## src/rtl/sfx_pkg.sv

```systemverilog
// Shared types and constants for the sound-effect playback controller.
package sfx_pkg;

    typedef enum logic [1:0] {
        IDLE  = 2'd0,
        FETCH = 2'd1,
        WAIT  = 2'd2,
        PLAY  = 2'd3
    } state_t;

    // Effect indices; a higher index wins arbitration
    localparam int SFX_0 = 0;
    localparam int SFX_1 = 1;
    localparam int SFX_2 = 2;
    localparam int SFX_3 = 3;

    // 50 MHz / ~44.1 kHz
    localparam int DEFAULT_SAMPLE_DIV = 1134;

endpackage

```

## src/rtl/sample_tick_gen.sv

```systemverilog
// Free-running sample-rate divider: one-cycle tick every SAMPLE_DIV clocks.
module sample_tick_gen
    import sfx_pkg::*;
#(
    parameter int SAMPLE_DIV = DEFAULT_SAMPLE_DIV
) (
    input  logic clk_i,
    input  logic rst_n_i,
    output logic tick_o
);

    localparam int               CNT_W   = $clog2(SAMPLE_DIV);
    localparam logic [CNT_W-1:0] CNT_MAX = CNT_W'(SAMPLE_DIV - 1);

    logic [CNT_W-1:0] cnt_q;
    logic [CNT_W-1:0] cnt_d;

    assign tick_o = (cnt_q == CNT_MAX);
    assign cnt_d  = tick_o ? '0 : cnt_q + CNT_W'(1);

    always_ff @(posedge clk_i or negedge rst_n_i) begin
        if (!rst_n_i) begin
            cnt_q <= '0;
        end else begin
            cnt_q <= cnt_d;
        end
    end

endmodule

```

## src/rtl/sfx_playback_ctrl.sv

```systemverilog
// Arbitrates sound-effect triggers, paces reads of the shared 1-cycle-latency
// sample ROM at the audio rate and hands samples to the codec via valid/ready.
module sfx_playback_ctrl
    import sfx_pkg::*;
#(
    parameter int NUM_SFX    = 4,
    parameter int ADDR_W     = 17,
    parameter int DATA_W     = 17,
    parameter int SAMPLE_DIV = DEFAULT_SAMPLE_DIV
) (
    input  logic                       Clk,
    input  logic                       Reset_n,
    input  logic [NUM_SFX-1:0]         trig,
    input  logic [NUM_SFX*ADDR_W-1:0]  sfx_base,
    input  logic [NUM_SFX*ADDR_W-1:0]  sfx_len,
    output logic [ADDR_W-1:0]          rom_addr,
    output logic                       rom_enable,
    input  logic [DATA_W-1:0]          rom_data,
    output logic [DATA_W-1:0]          sample_out,
    output logic                       sample_valid,
    input  logic                       sample_ready,
    output logic                       busy,
    output logic [$clog2(NUM_SFX)-1:0] cur_sfx,
    output logic [7:0]                 drop_cnt
);

    localparam int                 IDX_W     = $clog2(NUM_SFX);
    localparam logic [NUM_SFX-1:0] GRANT_ONE = NUM_SFX'(1);

    function automatic logic [IDX_W-1:0] prio_enc(input logic [NUM_SFX-1:0] req);
        logic [IDX_W-1:0] idx;
        idx = '0;
        for (int i = 0; i < NUM_SFX; i++) begin
            if (req[i]) idx = IDX_W'(i);
        end
        return idx;
    endfunction

    state_t              state_q;
    logic [NUM_SFX-1:0]  pending_q;
    logic [NUM_SFX-1:0]  pending_d;
    logic [ADDR_W-1:0]   offset_q;
    logic [ADDR_W-1:0]   base_q;
    logic [ADDR_W-1:0]   len_q;
    logic [ADDR_W-1:0]   rom_addr_q;
    logic                rom_enable_q;
    logic [DATA_W-1:0]   sample_out_q;
    logic                sample_valid_q;
    logic                busy_q;
    logic [IDX_W-1:0]    cur_sfx_q;
    logic [7:0]          drop_cnt_q;

    logic                tick;
    logic [NUM_SFX-1:0]  len_nz;
    logic [NUM_SFX-1:0]  pend_eff;
    logic [NUM_SFX-1:0]  grant_mask;
    logic [IDX_W-1:0]    grant;
    logic [ADDR_W-1:0]   grant_base;
    logic [ADDR_W-1:0]   grant_len;
    logic [ADDR_W-1:0]   offset_inc;
    logic                last_sample;
    logic                preempt;
    logic                launch;

    sample_tick_gen #(
        .SAMPLE_DIV(SAMPLE_DIV)
    ) u_tick (
        .clk_i  (Clk),
        .rst_n_i(Reset_n),
        .tick_o (tick)
    );

    // Triggers are ORed in combinationally so a trigger coinciding with a tick
    // takes part in that tick's grant decision.
    always_comb begin
        len_nz = '0;
        for (int i = 0; i < NUM_SFX; i++) begin
            len_nz[i] = |sfx_len[i*ADDR_W +: ADDR_W];
        end
        pend_eff    = pending_q | (trig & len_nz);
        grant       = prio_enc(pend_eff);
        grant_base  = sfx_base[grant*ADDR_W +: ADDR_W];
        grant_len   = sfx_len[grant*ADDR_W +: ADDR_W];
        offset_inc  = offset_q + ADDR_W'(1);
        last_sample = (offset_inc == len_q);
        // Any pending index at or above the current one: preemption or restart
        preempt     = ((pend_eff >> cur_sfx_q) != '0);
        case (state_q)
            IDLE:    launch = tick && (pend_eff != '0);
            PLAY:    launch = tick && (preempt || (last_sample && (pend_eff != '0)));
            default: launch = 1'b0;
        endcase
        grant_mask = launch ? (GRANT_ONE << grant) : '0;
        pending_d  = pend_eff & ~grant_mask;
    end

    // state | meaning
    // IDLE  | nothing playing; wait for a pending effect and a tick
    // FETCH | ROM read issued for base+offset
    // WAIT  | ROM data arriving; latched into sample_out at the end of this cycle
    // PLAY  | sample held for the codec; next tick advances, restarts or finishes
    always_ff @(posedge Clk or negedge Reset_n) begin
        if (!Reset_n) begin
            state_q        <= IDLE;
            pending_q      <= '0;
            offset_q       <= '0;
            base_q         <= '0;
            len_q          <= '0;
            rom_addr_q     <= '0;
            rom_enable_q   <= 1'b0;
            sample_out_q   <= '0;
            sample_valid_q <= 1'b0;
            busy_q         <= 1'b0;
            cur_sfx_q      <= '0;
            drop_cnt_q     <= '0;
        end else begin
            pending_q <= pending_d;

            if (launch) begin
                state_q      <= FETCH;
                cur_sfx_q    <= grant;
                base_q       <= grant_base;
                len_q        <= grant_len;
                offset_q     <= '0;
                rom_addr_q   <= grant_base;
                rom_enable_q <= 1'b1;
                busy_q       <= 1'b1;
            end else begin
                case (state_q)
                    FETCH: state_q <= WAIT;
                    WAIT: begin
                        state_q      <= PLAY;
                        rom_enable_q <= 1'b0;
                    end
                    PLAY: begin
                        if (tick) begin
                            if (last_sample) begin
                                state_q <= IDLE;
                                busy_q  <= 1'b0;
                            end else begin
                                state_q      <= FETCH;
                                offset_q     <= offset_inc;
                                rom_addr_q   <= base_q + offset_inc;
                                rom_enable_q <= 1'b1;
                            end
                        end
                    end
                    default: state_q <= state_q;
                endcase
            end

            // An unaccepted sample overwritten by a new one counts as a drop
            if (state_q == WAIT) begin
                sample_out_q   <= rom_data;
                sample_valid_q <= 1'b1;
                if (sample_valid_q && !sample_ready && (drop_cnt_q != 8'hFF)) begin
                    drop_cnt_q <= drop_cnt_q + 8'd1;
                end
            end else if (sample_valid_q && sample_ready) begin
                sample_valid_q <= 1'b0;
            end
        end
    end

    assign rom_addr     = rom_addr_q;
    assign rom_enable   = rom_enable_q;
    assign sample_out   = sample_out_q;
    assign sample_valid = sample_valid_q;
    assign busy         = busy_q;
    assign cur_sfx      = cur_sfx_q;
    assign drop_cnt     = drop_cnt_q;

endmodule
```

## config.mk

```make
export PLATFORM = sky130hd
export DESIGN_NAME = sfx_playback_ctrl
export DESIGN_NICKNAME = d
export VERILOG_FILES = /design/src/rtl/sfx_pkg.sv /design/src/rtl/sample_tick_gen.sv /design/src/rtl/sfx_playback_ctrl.sv
export SDC_FILE = /design/constraint.sdc
export NUM_CORES = 1
export LEC_CHECK = 0
export CORE_ASPECT_RATIO = 0.5
export CORE_MARGIN = 1
export CORE_UTILIZATION = 45
export CTS_BUF_LIST = sky130_fd_sc_hd__clkbuf_16
export DETAILED_ROUTE_END_ITERATION = 8
export GPL_TIMING_DRIVEN = 0
export PLACE_DENSITY = 0.82
export SLEW_MARGIN = 0
export SYNTH_ARGS = -nofsm -noshare
export SYNTH_HDL_FRONTEND = slang
export SYNTH_SLANG_ARGS = --single-unit
```

## constraint.sdc

```tcl
create_clock -name Clk -period 4.15 [get_ports Clk]
set_input_delay 0.6225 -clock Clk [delete_from_list [all_inputs] [get_ports Clk]]
set_output_delay 0.6225 -clock Clk [all_outputs]
set_load 0.03 [all_outputs]
```

Word level (Yosys, flattened, before mapping)

Index checks and enable logic that the tools add are counted.
W data, S select, Z words.

Register bits: 115
Logic and storage cells: 89

Add/sub/neg operators: 4
Multipliers: 1
Eq/ne operators: 9
Shift operators: 4
Muxes and demuxes: 28
Bitwise operators: 4
Reductions and logical operators: 26

Operators by type and width:

| kind                    | number |
|---|---|
| $mux W17                | 8 |
| $shiftx A68 B8 Y17      | 2 |
| $reduce_or A17 Y1       | 4 |
| $add A17 B1 Y17 const B | 1 |
| $add A17 B17 Y17        | 1 |
| $eq A17 B17 Y1          | 1 |
| $reduce_bool A4 Y1      | 3 |
| $add A11 B1 Y11 const B | 1 |
| $eq A11 B11 Y1 const B  | 1 |
| $mux W1                 | 11 |
| $mux W11                | 1 |
| $reduce_and A3 Y1       | 3 |
| $add A8 B1 Y8 const B   | 1 |
| $and A4 B4 Y4           | 2 |
| $mux W2                 | 4 |
| $ne A8 B8 Y1 const B    | 1 |
| $reduce_bool A2 Y1      | 4 |
| $mul A2 B5 Y7 const B   | 1 |
| $logic_and A1 B1 Y1     | 6 |
| $ne A3 B3 Y1 const B    | 2 |
| $pmux W2 S3             | 1 |
| $eq A2 B2 Y1 const B    | 2 |
| $mux W4                 | 1 |
| $not A4 Y4              | 1 |
| other kinds (11)        | 13 |

Logic depth before layout (Yosys ltp)

Depth in word-level cells: 11
Mapped depth: 14
Gate-level depth less buffers: 13

Cells and area by module

Synthesis repeated with hierarchy kept, for this count alone.

Cells, all modules: 857
Area total of the unflattened synthesis: 7392.1 um2

By module, submodules not included:

| module            | times used | cells an instance | area an instance (um2) | sequential area each (um2) |
|---|---|---|---|---|
| sfx_playback_ctrl | 1          | 804               | 6832.8                 | 2602.5 |
| sample_tick_gen   | 1          | 53                | 559.3                  | 275.3 |

Least setup slack after synthesis

OpenSTA, ideal clock, no wires.

Path kind: input to register
Start: input port sfx_len[30]
End: register cur_sfx_q[0], in the netlist cur_sfx[0]
Arrival time: 2.845 ns
Data required time: 4.023 ns
Setup slack: 1.178 ns
Stages: 9
Path buffers: 2
Path through: or4_1 > o32ai_2 > and2_1 > buf_2 > a31oi_2 > nand2_1 > o21ai_4 > buf_4 > mux2_1

Cells in the longest elaborated chain, start to end: 8
Elaborated cells on any way between the ends: 14
Those cells by class: shift (1); mux (4); bitwise (2); reduce/logical (7)

Ends and longest elaborated chain:

| item                                                             | RTL line                                                                  | text |
|---|---|---|
| start, declared                                                  | sfx_playback_ctrl.sv:15                                                   | `input logic [NUM_SFX*ADDR_W-1:0] sfx_len,` |
| $reduce_or A17 Y1 *                                              | sfx_playback_ctrl.sv:78                                                   | `len_nz[i] = \|sfx_len[i*ADDR_W +: ADDR_W];` |
| $and A4 B4 Y4 *                                                  | sfx_playback_ctrl.sv:80                                                   | `pend_eff = pending_q \| (trig & len_nz);` |
| $or A4 B4 Y4 *                                                   | sfx_playback_ctrl.sv:80                                                   |  |
| $shr A4 B2 Y4 / $reduce_bool A4 Y1 (equally long branches)       | sfx_playback_ctrl.sv:87, sfx_playback_ctrl.sv:89, sfx_playback_ctrl.sv:90 |  |
| $reduce_bool A4 Y1 / $logic_and A1 B1 Y1 (equally long branches) | sfx_playback_ctrl.sv:87, sfx_playback_ctrl.sv:90                          |  |
| $logic_or A1 B1 Y1                                               | sfx_playback_ctrl.sv:90                                                   | `PLAY: launch = tick && (preempt \|\| (last_sample && (pend_eff != '0)));` |
| $logic_and A1 B1 Y1                                              | sfx_playback_ctrl.sv:90                                                   |  |
| $pmux W1 S2                                                      | sfx_playback_ctrl.sv:88                                                   | `case (state_q)` |
| end signal, assigned                                             | sfx_playback_ctrl.sv:121                                                  | `cur_sfx_q <= grant;` |
| end, declared                                                    | sfx_playback_ctrl.sv:50                                                   | `logic [IDX_W-1:0] cur_sfx_q;` |

Every way passes the cells marked *; elsewhere a longest branch is shown, timed or not.
A chain may end at the register's enable or synchronous reset.

Worst setup path in the final report

Start: register offset_q[0]
End: register rom_addr_q[12], in the netlist rom_addr[12]

Cells in the longest elaborated chain, start to end: 8
Elaborated cells on any way between the ends: 15
Those cells by class: add/sub (2); eq/ne (2); mux (5); reduce/logical (6)

Ends and longest elaborated chain:

| item                                                                     | RTL line                 | text |
|---|---|---|
| start, declared                                                          | sfx_playback_ctrl.sv:42  | `logic [ADDR_W-1:0] offset_q;` |
| start signal, assigned                                                   | sfx_playback_ctrl.sv:142 | `offset_q <= offset_inc;` |
| $add A17 B1 Y17 *                                                        | sfx_playback_ctrl.sv:84  | `offset_inc = offset_q + ADDR_W'(1);` |
| parallel branches: the longest is 7 deep, another holds $add A17 B17 Y17 | --                       |  |
| end signal, assigned                                                     | sfx_playback_ctrl.sv:125 | `rom_addr_q <= grant_base;` |
| end signal, assigned                                                     | sfx_playback_ctrl.sv:143 | `rom_addr_q <= base_q + offset_inc;` |
| end, declared                                                            | sfx_playback_ctrl.sv:45  | `logic [ADDR_W-1:0] rom_addr_q;` |

Every way passes the cells marked *. The select of a mux whose other input is x is not followed.

==> insert_results.sql <==
INSERT INTO impl_metrics (metric_group, metric, value, unit) VALUES
('placement', 'cell_area_after_placement', '0.0105', 'mm^2'),
('floorplan', 'starting_density_of_the_core', '46.3', '%'),
('power', 'vdd.ir_drop.worst', '0.000291', 'V'),
('synth', 'synthFlopType', 'sky130_fd_sc_hd__dfrtp_1', ''),
('synth', 'syn_inst', '888', ''),
('clock_tree', 'clockBufferDepth', '2', ''),
('layout', 'final_area', '0.0110', 'mm^2'),
('floorplan', 'die_y', '96.7', 'um'),
('sta', 'grt_setup_unrepaired', 'false', ''),
('synth', 'synth.cell_area', '0.00807', 'mm^2'),
('placement', 'post-dp-hpwl', '21.8', 'mm'),
('setup_path', 'crit_path_start_kind', 'flip-flop', ''),
('layout', 'area_delta_synth_final', '36.8', '%'),
('clock_tree', 'clk_pin_slew', '0.06', 'ns'),
('grt', 'grt_max_degree', '69', ''),
('synth', 'number_of_flops_mapped_to_enable_cells_by_yosys', '0', ''),
('sta', 'relSlewSlack', '38.6', '%'),
('detailed_routing', 'drt-pass1-iter-count', '5', ''),
('synth', 'postSynthRegisterBits', '115', ''),
('clock_tree', 'clock_tree_from_tritoncts', 'yes', ''),
('hold_path', 'min-delay-path-class', 'primary input to async pin', ''),
('clock_tree', 'cts_max_level', '4', ''),
('synth', 'synth.most_common_cell', 'sky130_fd_sc_hd__dfrtp_1', ''),
('placement', 'gp_congestion', '1.01', ''),
('setup_path', 'crit_fanout', '10', ''),
('power', 'cellPowerDensity', '298', 'mW/mm^2'),
('synth', 'synth.cells.most_frequent', 'sky130_fd_sc_hd__dfrtp_1 (115), sky130_fd_sc_hd__nand2_1 (89), sky130_fd_sc_hd__nor2_1 (68), sky130_fd_sc_hd__a31oi_1 (55), sky130_fd_sc_hd__mux2_2 (42)', ''),
('sta', 'report.final.slew_viol_count', '0', ''),
('sta', 'timing.clock.skew', '0.00809', 'ns'),
('placement', 'portBuffers', '206', ''),
('clock_tree', 'cts.repair_timing.setup_buffer_count', '0', ''),
('synth', 'synthDominantAreaCellType', 'sky130_fd_sc_hd__dfrtp_1', ''),
('layout', 'num_antenna_cells', '0', ''),
('sta', 'report.final.setup_viol', '0', ''),
('synth', 'yosys-top-cells-area', 'sky130_fd_sc_hd__dfrtp_1 (36%), sky130_fd_sc_hd__mux2_2 (5.9%), sky130_fd_sc_hd__a31oi_1 (4.3%), sky130_fd_sc_hd__nand2_1 (4.1%), sky130_fd_sc_hd__xnor2_1 (3.9%)', ''),
('run_status', 'status', 'finished, final reports clean', ''),
('floorplan', 'die_area', '0.0185', 'mm^2'),
('layout', 'layout_cells_sized_above_1', '11.6', '%'),
('synth', 'proportion_of_synthesized_chip_area_in_sequential_cells', '35.7', '%'),
('layout', 'ff_latch_area', '0.00288', 'mm^2'),
('setup_path', 'required', '4.49', 'ns'),
('clock_tree', 'cts_buf_count', '17', ''),
('clock_tree', 'clock-root-buffer', 'sky130_fd_sc_hd__clkbuf_16', ''),
('layout', 'combined_area_of_the_multi_input_logic_cells', '0.00476', 'mm^2'),
('power', 'power.static_leakage', '4.49', 'nW'),
('grt', 'grt.total_usage', '31.1', '%'),
('sta', 'post-route-worst-setup-slack', '0.326', 'ns'),
('floorplan', 'boundaryPins', '207', ''),
('detailed_routing', 'detail_route.wirelength', '27.9', 'mm'),
('sta', 'timing_hold_violations_final', '0', ''),
('detailed_routing', 'drcViolationCount', '0', ''),
('clock_tree', 'cts.sinks', '115', ''),
('grt', 'grt.overflow.total', '0', ''),
('layout', 'filler_cell_count', '1445', ''),
('detailed_routing', 'drtIter0Drc', '810', ''),
('sta', 'timing.setup.tns', '0', 'ns'),
('grt', 'vias_in_the_first_global_route', '8125', ''),
('grt', 'grt_pass1_wl', '44.5', 'mm'),
('clock_tree', 'holdBufCountCts', '0', ''),
('detailed_routing', 'route.vias.total', '8246', ''),
('sta', 'max_freq', '262', 'MHz'),
('sta', 'post-route-min-period', '3.82', 'ns'),
('floorplan', 'die_w', '191', 'um'),
('floorplan', 'core', '0.0174', 'mm^2'),
('synth', 'ys_types', '89', ''),
('layout', 'count_of_nets_after_finishing', '1298', ''),
('synth', 'syn_avg_cell_area', '9.09', 'um^2'),
('synth', 'synth.top_cell.area_share', '35.7', '%'),
('synth', 'yosysWarningCount', '0', ''),
('setup_path', 'path_class', 'flip-flop to flip-flop', ''),
('placement', 'placement.setup.worst_slack', '0.227', 'ns');
## registers in the layout, indices dropped and copies added, names as in the netlist, 2 cells and up
signal	flops
base_q	17
cur_sfx	2
drop_cnt	8
len_q	17
offset_q	17
pending_q	4
rom_addr	17
sample_out	17
state_q	2
u_tick.cnt_q	11
## placed cells by master (no fill, tap or decap), types with 12 or more instances in the layout
cell type,n
sky130_fd_sc_hd__clkdlybuf4s50_1,205
sky130_fd_sc_hd__dfrtp_1,115
sky130_fd_sc_hd__nand2_1,89
sky130_fd_sc_hd__nor2_1,68
sky130_fd_sc_hd__a31oi_1,55
sky130_fd_sc_hd__mux2_2,42
sky130_fd_sc_hd__xnor2_1,36
sky130_fd_sc_hd__o211ai_1,34
sky130_fd_sc_hd__inv_1,34
sky130_fd_sc_hd__clkbuf_1,33
sky130_fd_sc_hd__o21ai_0,32
sky130_fd_sc_hd__nand3_1,26
sky130_fd_sc_hd__a21oi_1,23
sky130_fd_sc_hd__ha_1,23
sky130_fd_sc_hd__nor3_1,21
sky130_fd_sc_hd__xor2_1,20
sky130_fd_sc_hd__o221ai_1,17
sky130_fd_sc_hd__clkbuf_16,17
sky130_fd_sc_hd__buf_2,15
sky130_fd_sc_hd__and3_1,15
sky130_fd_sc_hd__nand4_1,13
sky130_fd_sc_hd__nor4_1,13
sky130_fd_sc_hd__a211oi_1,12
## cells by family after synthesis
kind of cell	Yosys count	synth area share (%)
xor+xnor	57	6.36
compound gates	234	21.2
mux	61	8.39
buf+inv	96	5.37
flops	115	35.7
simple gates	301	19.2
fa+ha+maj	24	3.81
## cell type report
type | instances | share of cell area (%)
clock inverters | 15 | 1.46
repair buffers | 207 | 18.9
clock buffers | 17 | 3.85
well taps | 234 | 2.65
flip-flops and latches | 115 | 26.1
multi-input cells | 677 | 43.1
plain buffers | 62 | 2.77
inverters | 34 | 1.16
## metal layers
layer	global-route usage (%)	part of all wire [%]
met5	0	0
met4	8.55	1.6
met3	7.62	9.7
met2	44.9	43
met1	45.9	45
## worst paths after layout
kind                                          from                    endpoint  slack [ns]  cells after the start
max                        offset_q[0]$_DFFE_PN0P_    rom_addr[12]$_DFFE_PN0P_        0.33                     11
min                                        Reset_n  u_tick.cnt_q[10]$_DFF_PN0_        0.12                      1
max reg2reg                offset_q[0]$_DFFE_PN0P_    rom_addr[12]$_DFFE_PN0P_        0.33                     11
min reg2reg                drop_cnt[4]$_DFFE_PN0P_     drop_cnt[4]$_DFFE_PN0P_        0.51                      1
max in group asynchronous                  Reset_n       len_q[11]$_DFFE_PN0P_        3.30                      2
min in group Clk           drop_cnt[4]$_DFFE_PN0P_     drop_cnt[4]$_DFFE_PN0P_        0.51                      1
## report_power, final
part	switching [mW]	total [mW]	internal (mW)
clock network	0.632	1.48	0.853
logic	0.255	0.558	0.304
registers	0.0587	1.24	1.18
total	0.945	3.28	2.34
## worst max-delay path, cell delays in order, from the launching register on
cell and delay (ns):
sky130_fd_sc_hd__dfrtp_1 0.42, sky130_fd_sc_hd__ha_1 0.16, sky130_fd_sc_hd__buf_2 0.20, sky130_fd_sc_hd__nand2_2 0.17, sky130_fd_sc_hd__nor4_4 0.51, sky130_fd_sc_hd__xnor2_1 0.26, sky130_fd_sc_hd__nor4bb_1 0.30, sky130_fd_sc_hd__nand3_1 0.16
sky130_fd_sc_hd__o311ai_2 0.67, sky130_fd_sc_hd__nand2_1 0.34, sky130_fd_sc_hd__clkbuf_1 0.32, sky130_fd_sc_hd__a31oi_1 0.23
## per-stage QoR
stage / power [mW] / hold slack (ns) / instances
2_1_floorplan: 1.49 / 0.327 / 888
3_3_place_gp: 1.80 / 0.483 / 1328
3_5_place_dp: 1.81 / 0.496 / 1329
4_1_cts: 3.29 / 0.143 / 1361
5_1_grt: 3.40 / 0.158 / 1361
6_report: 3.28 / 0.125 / 1361
Power figures use the tool's default switching activity.
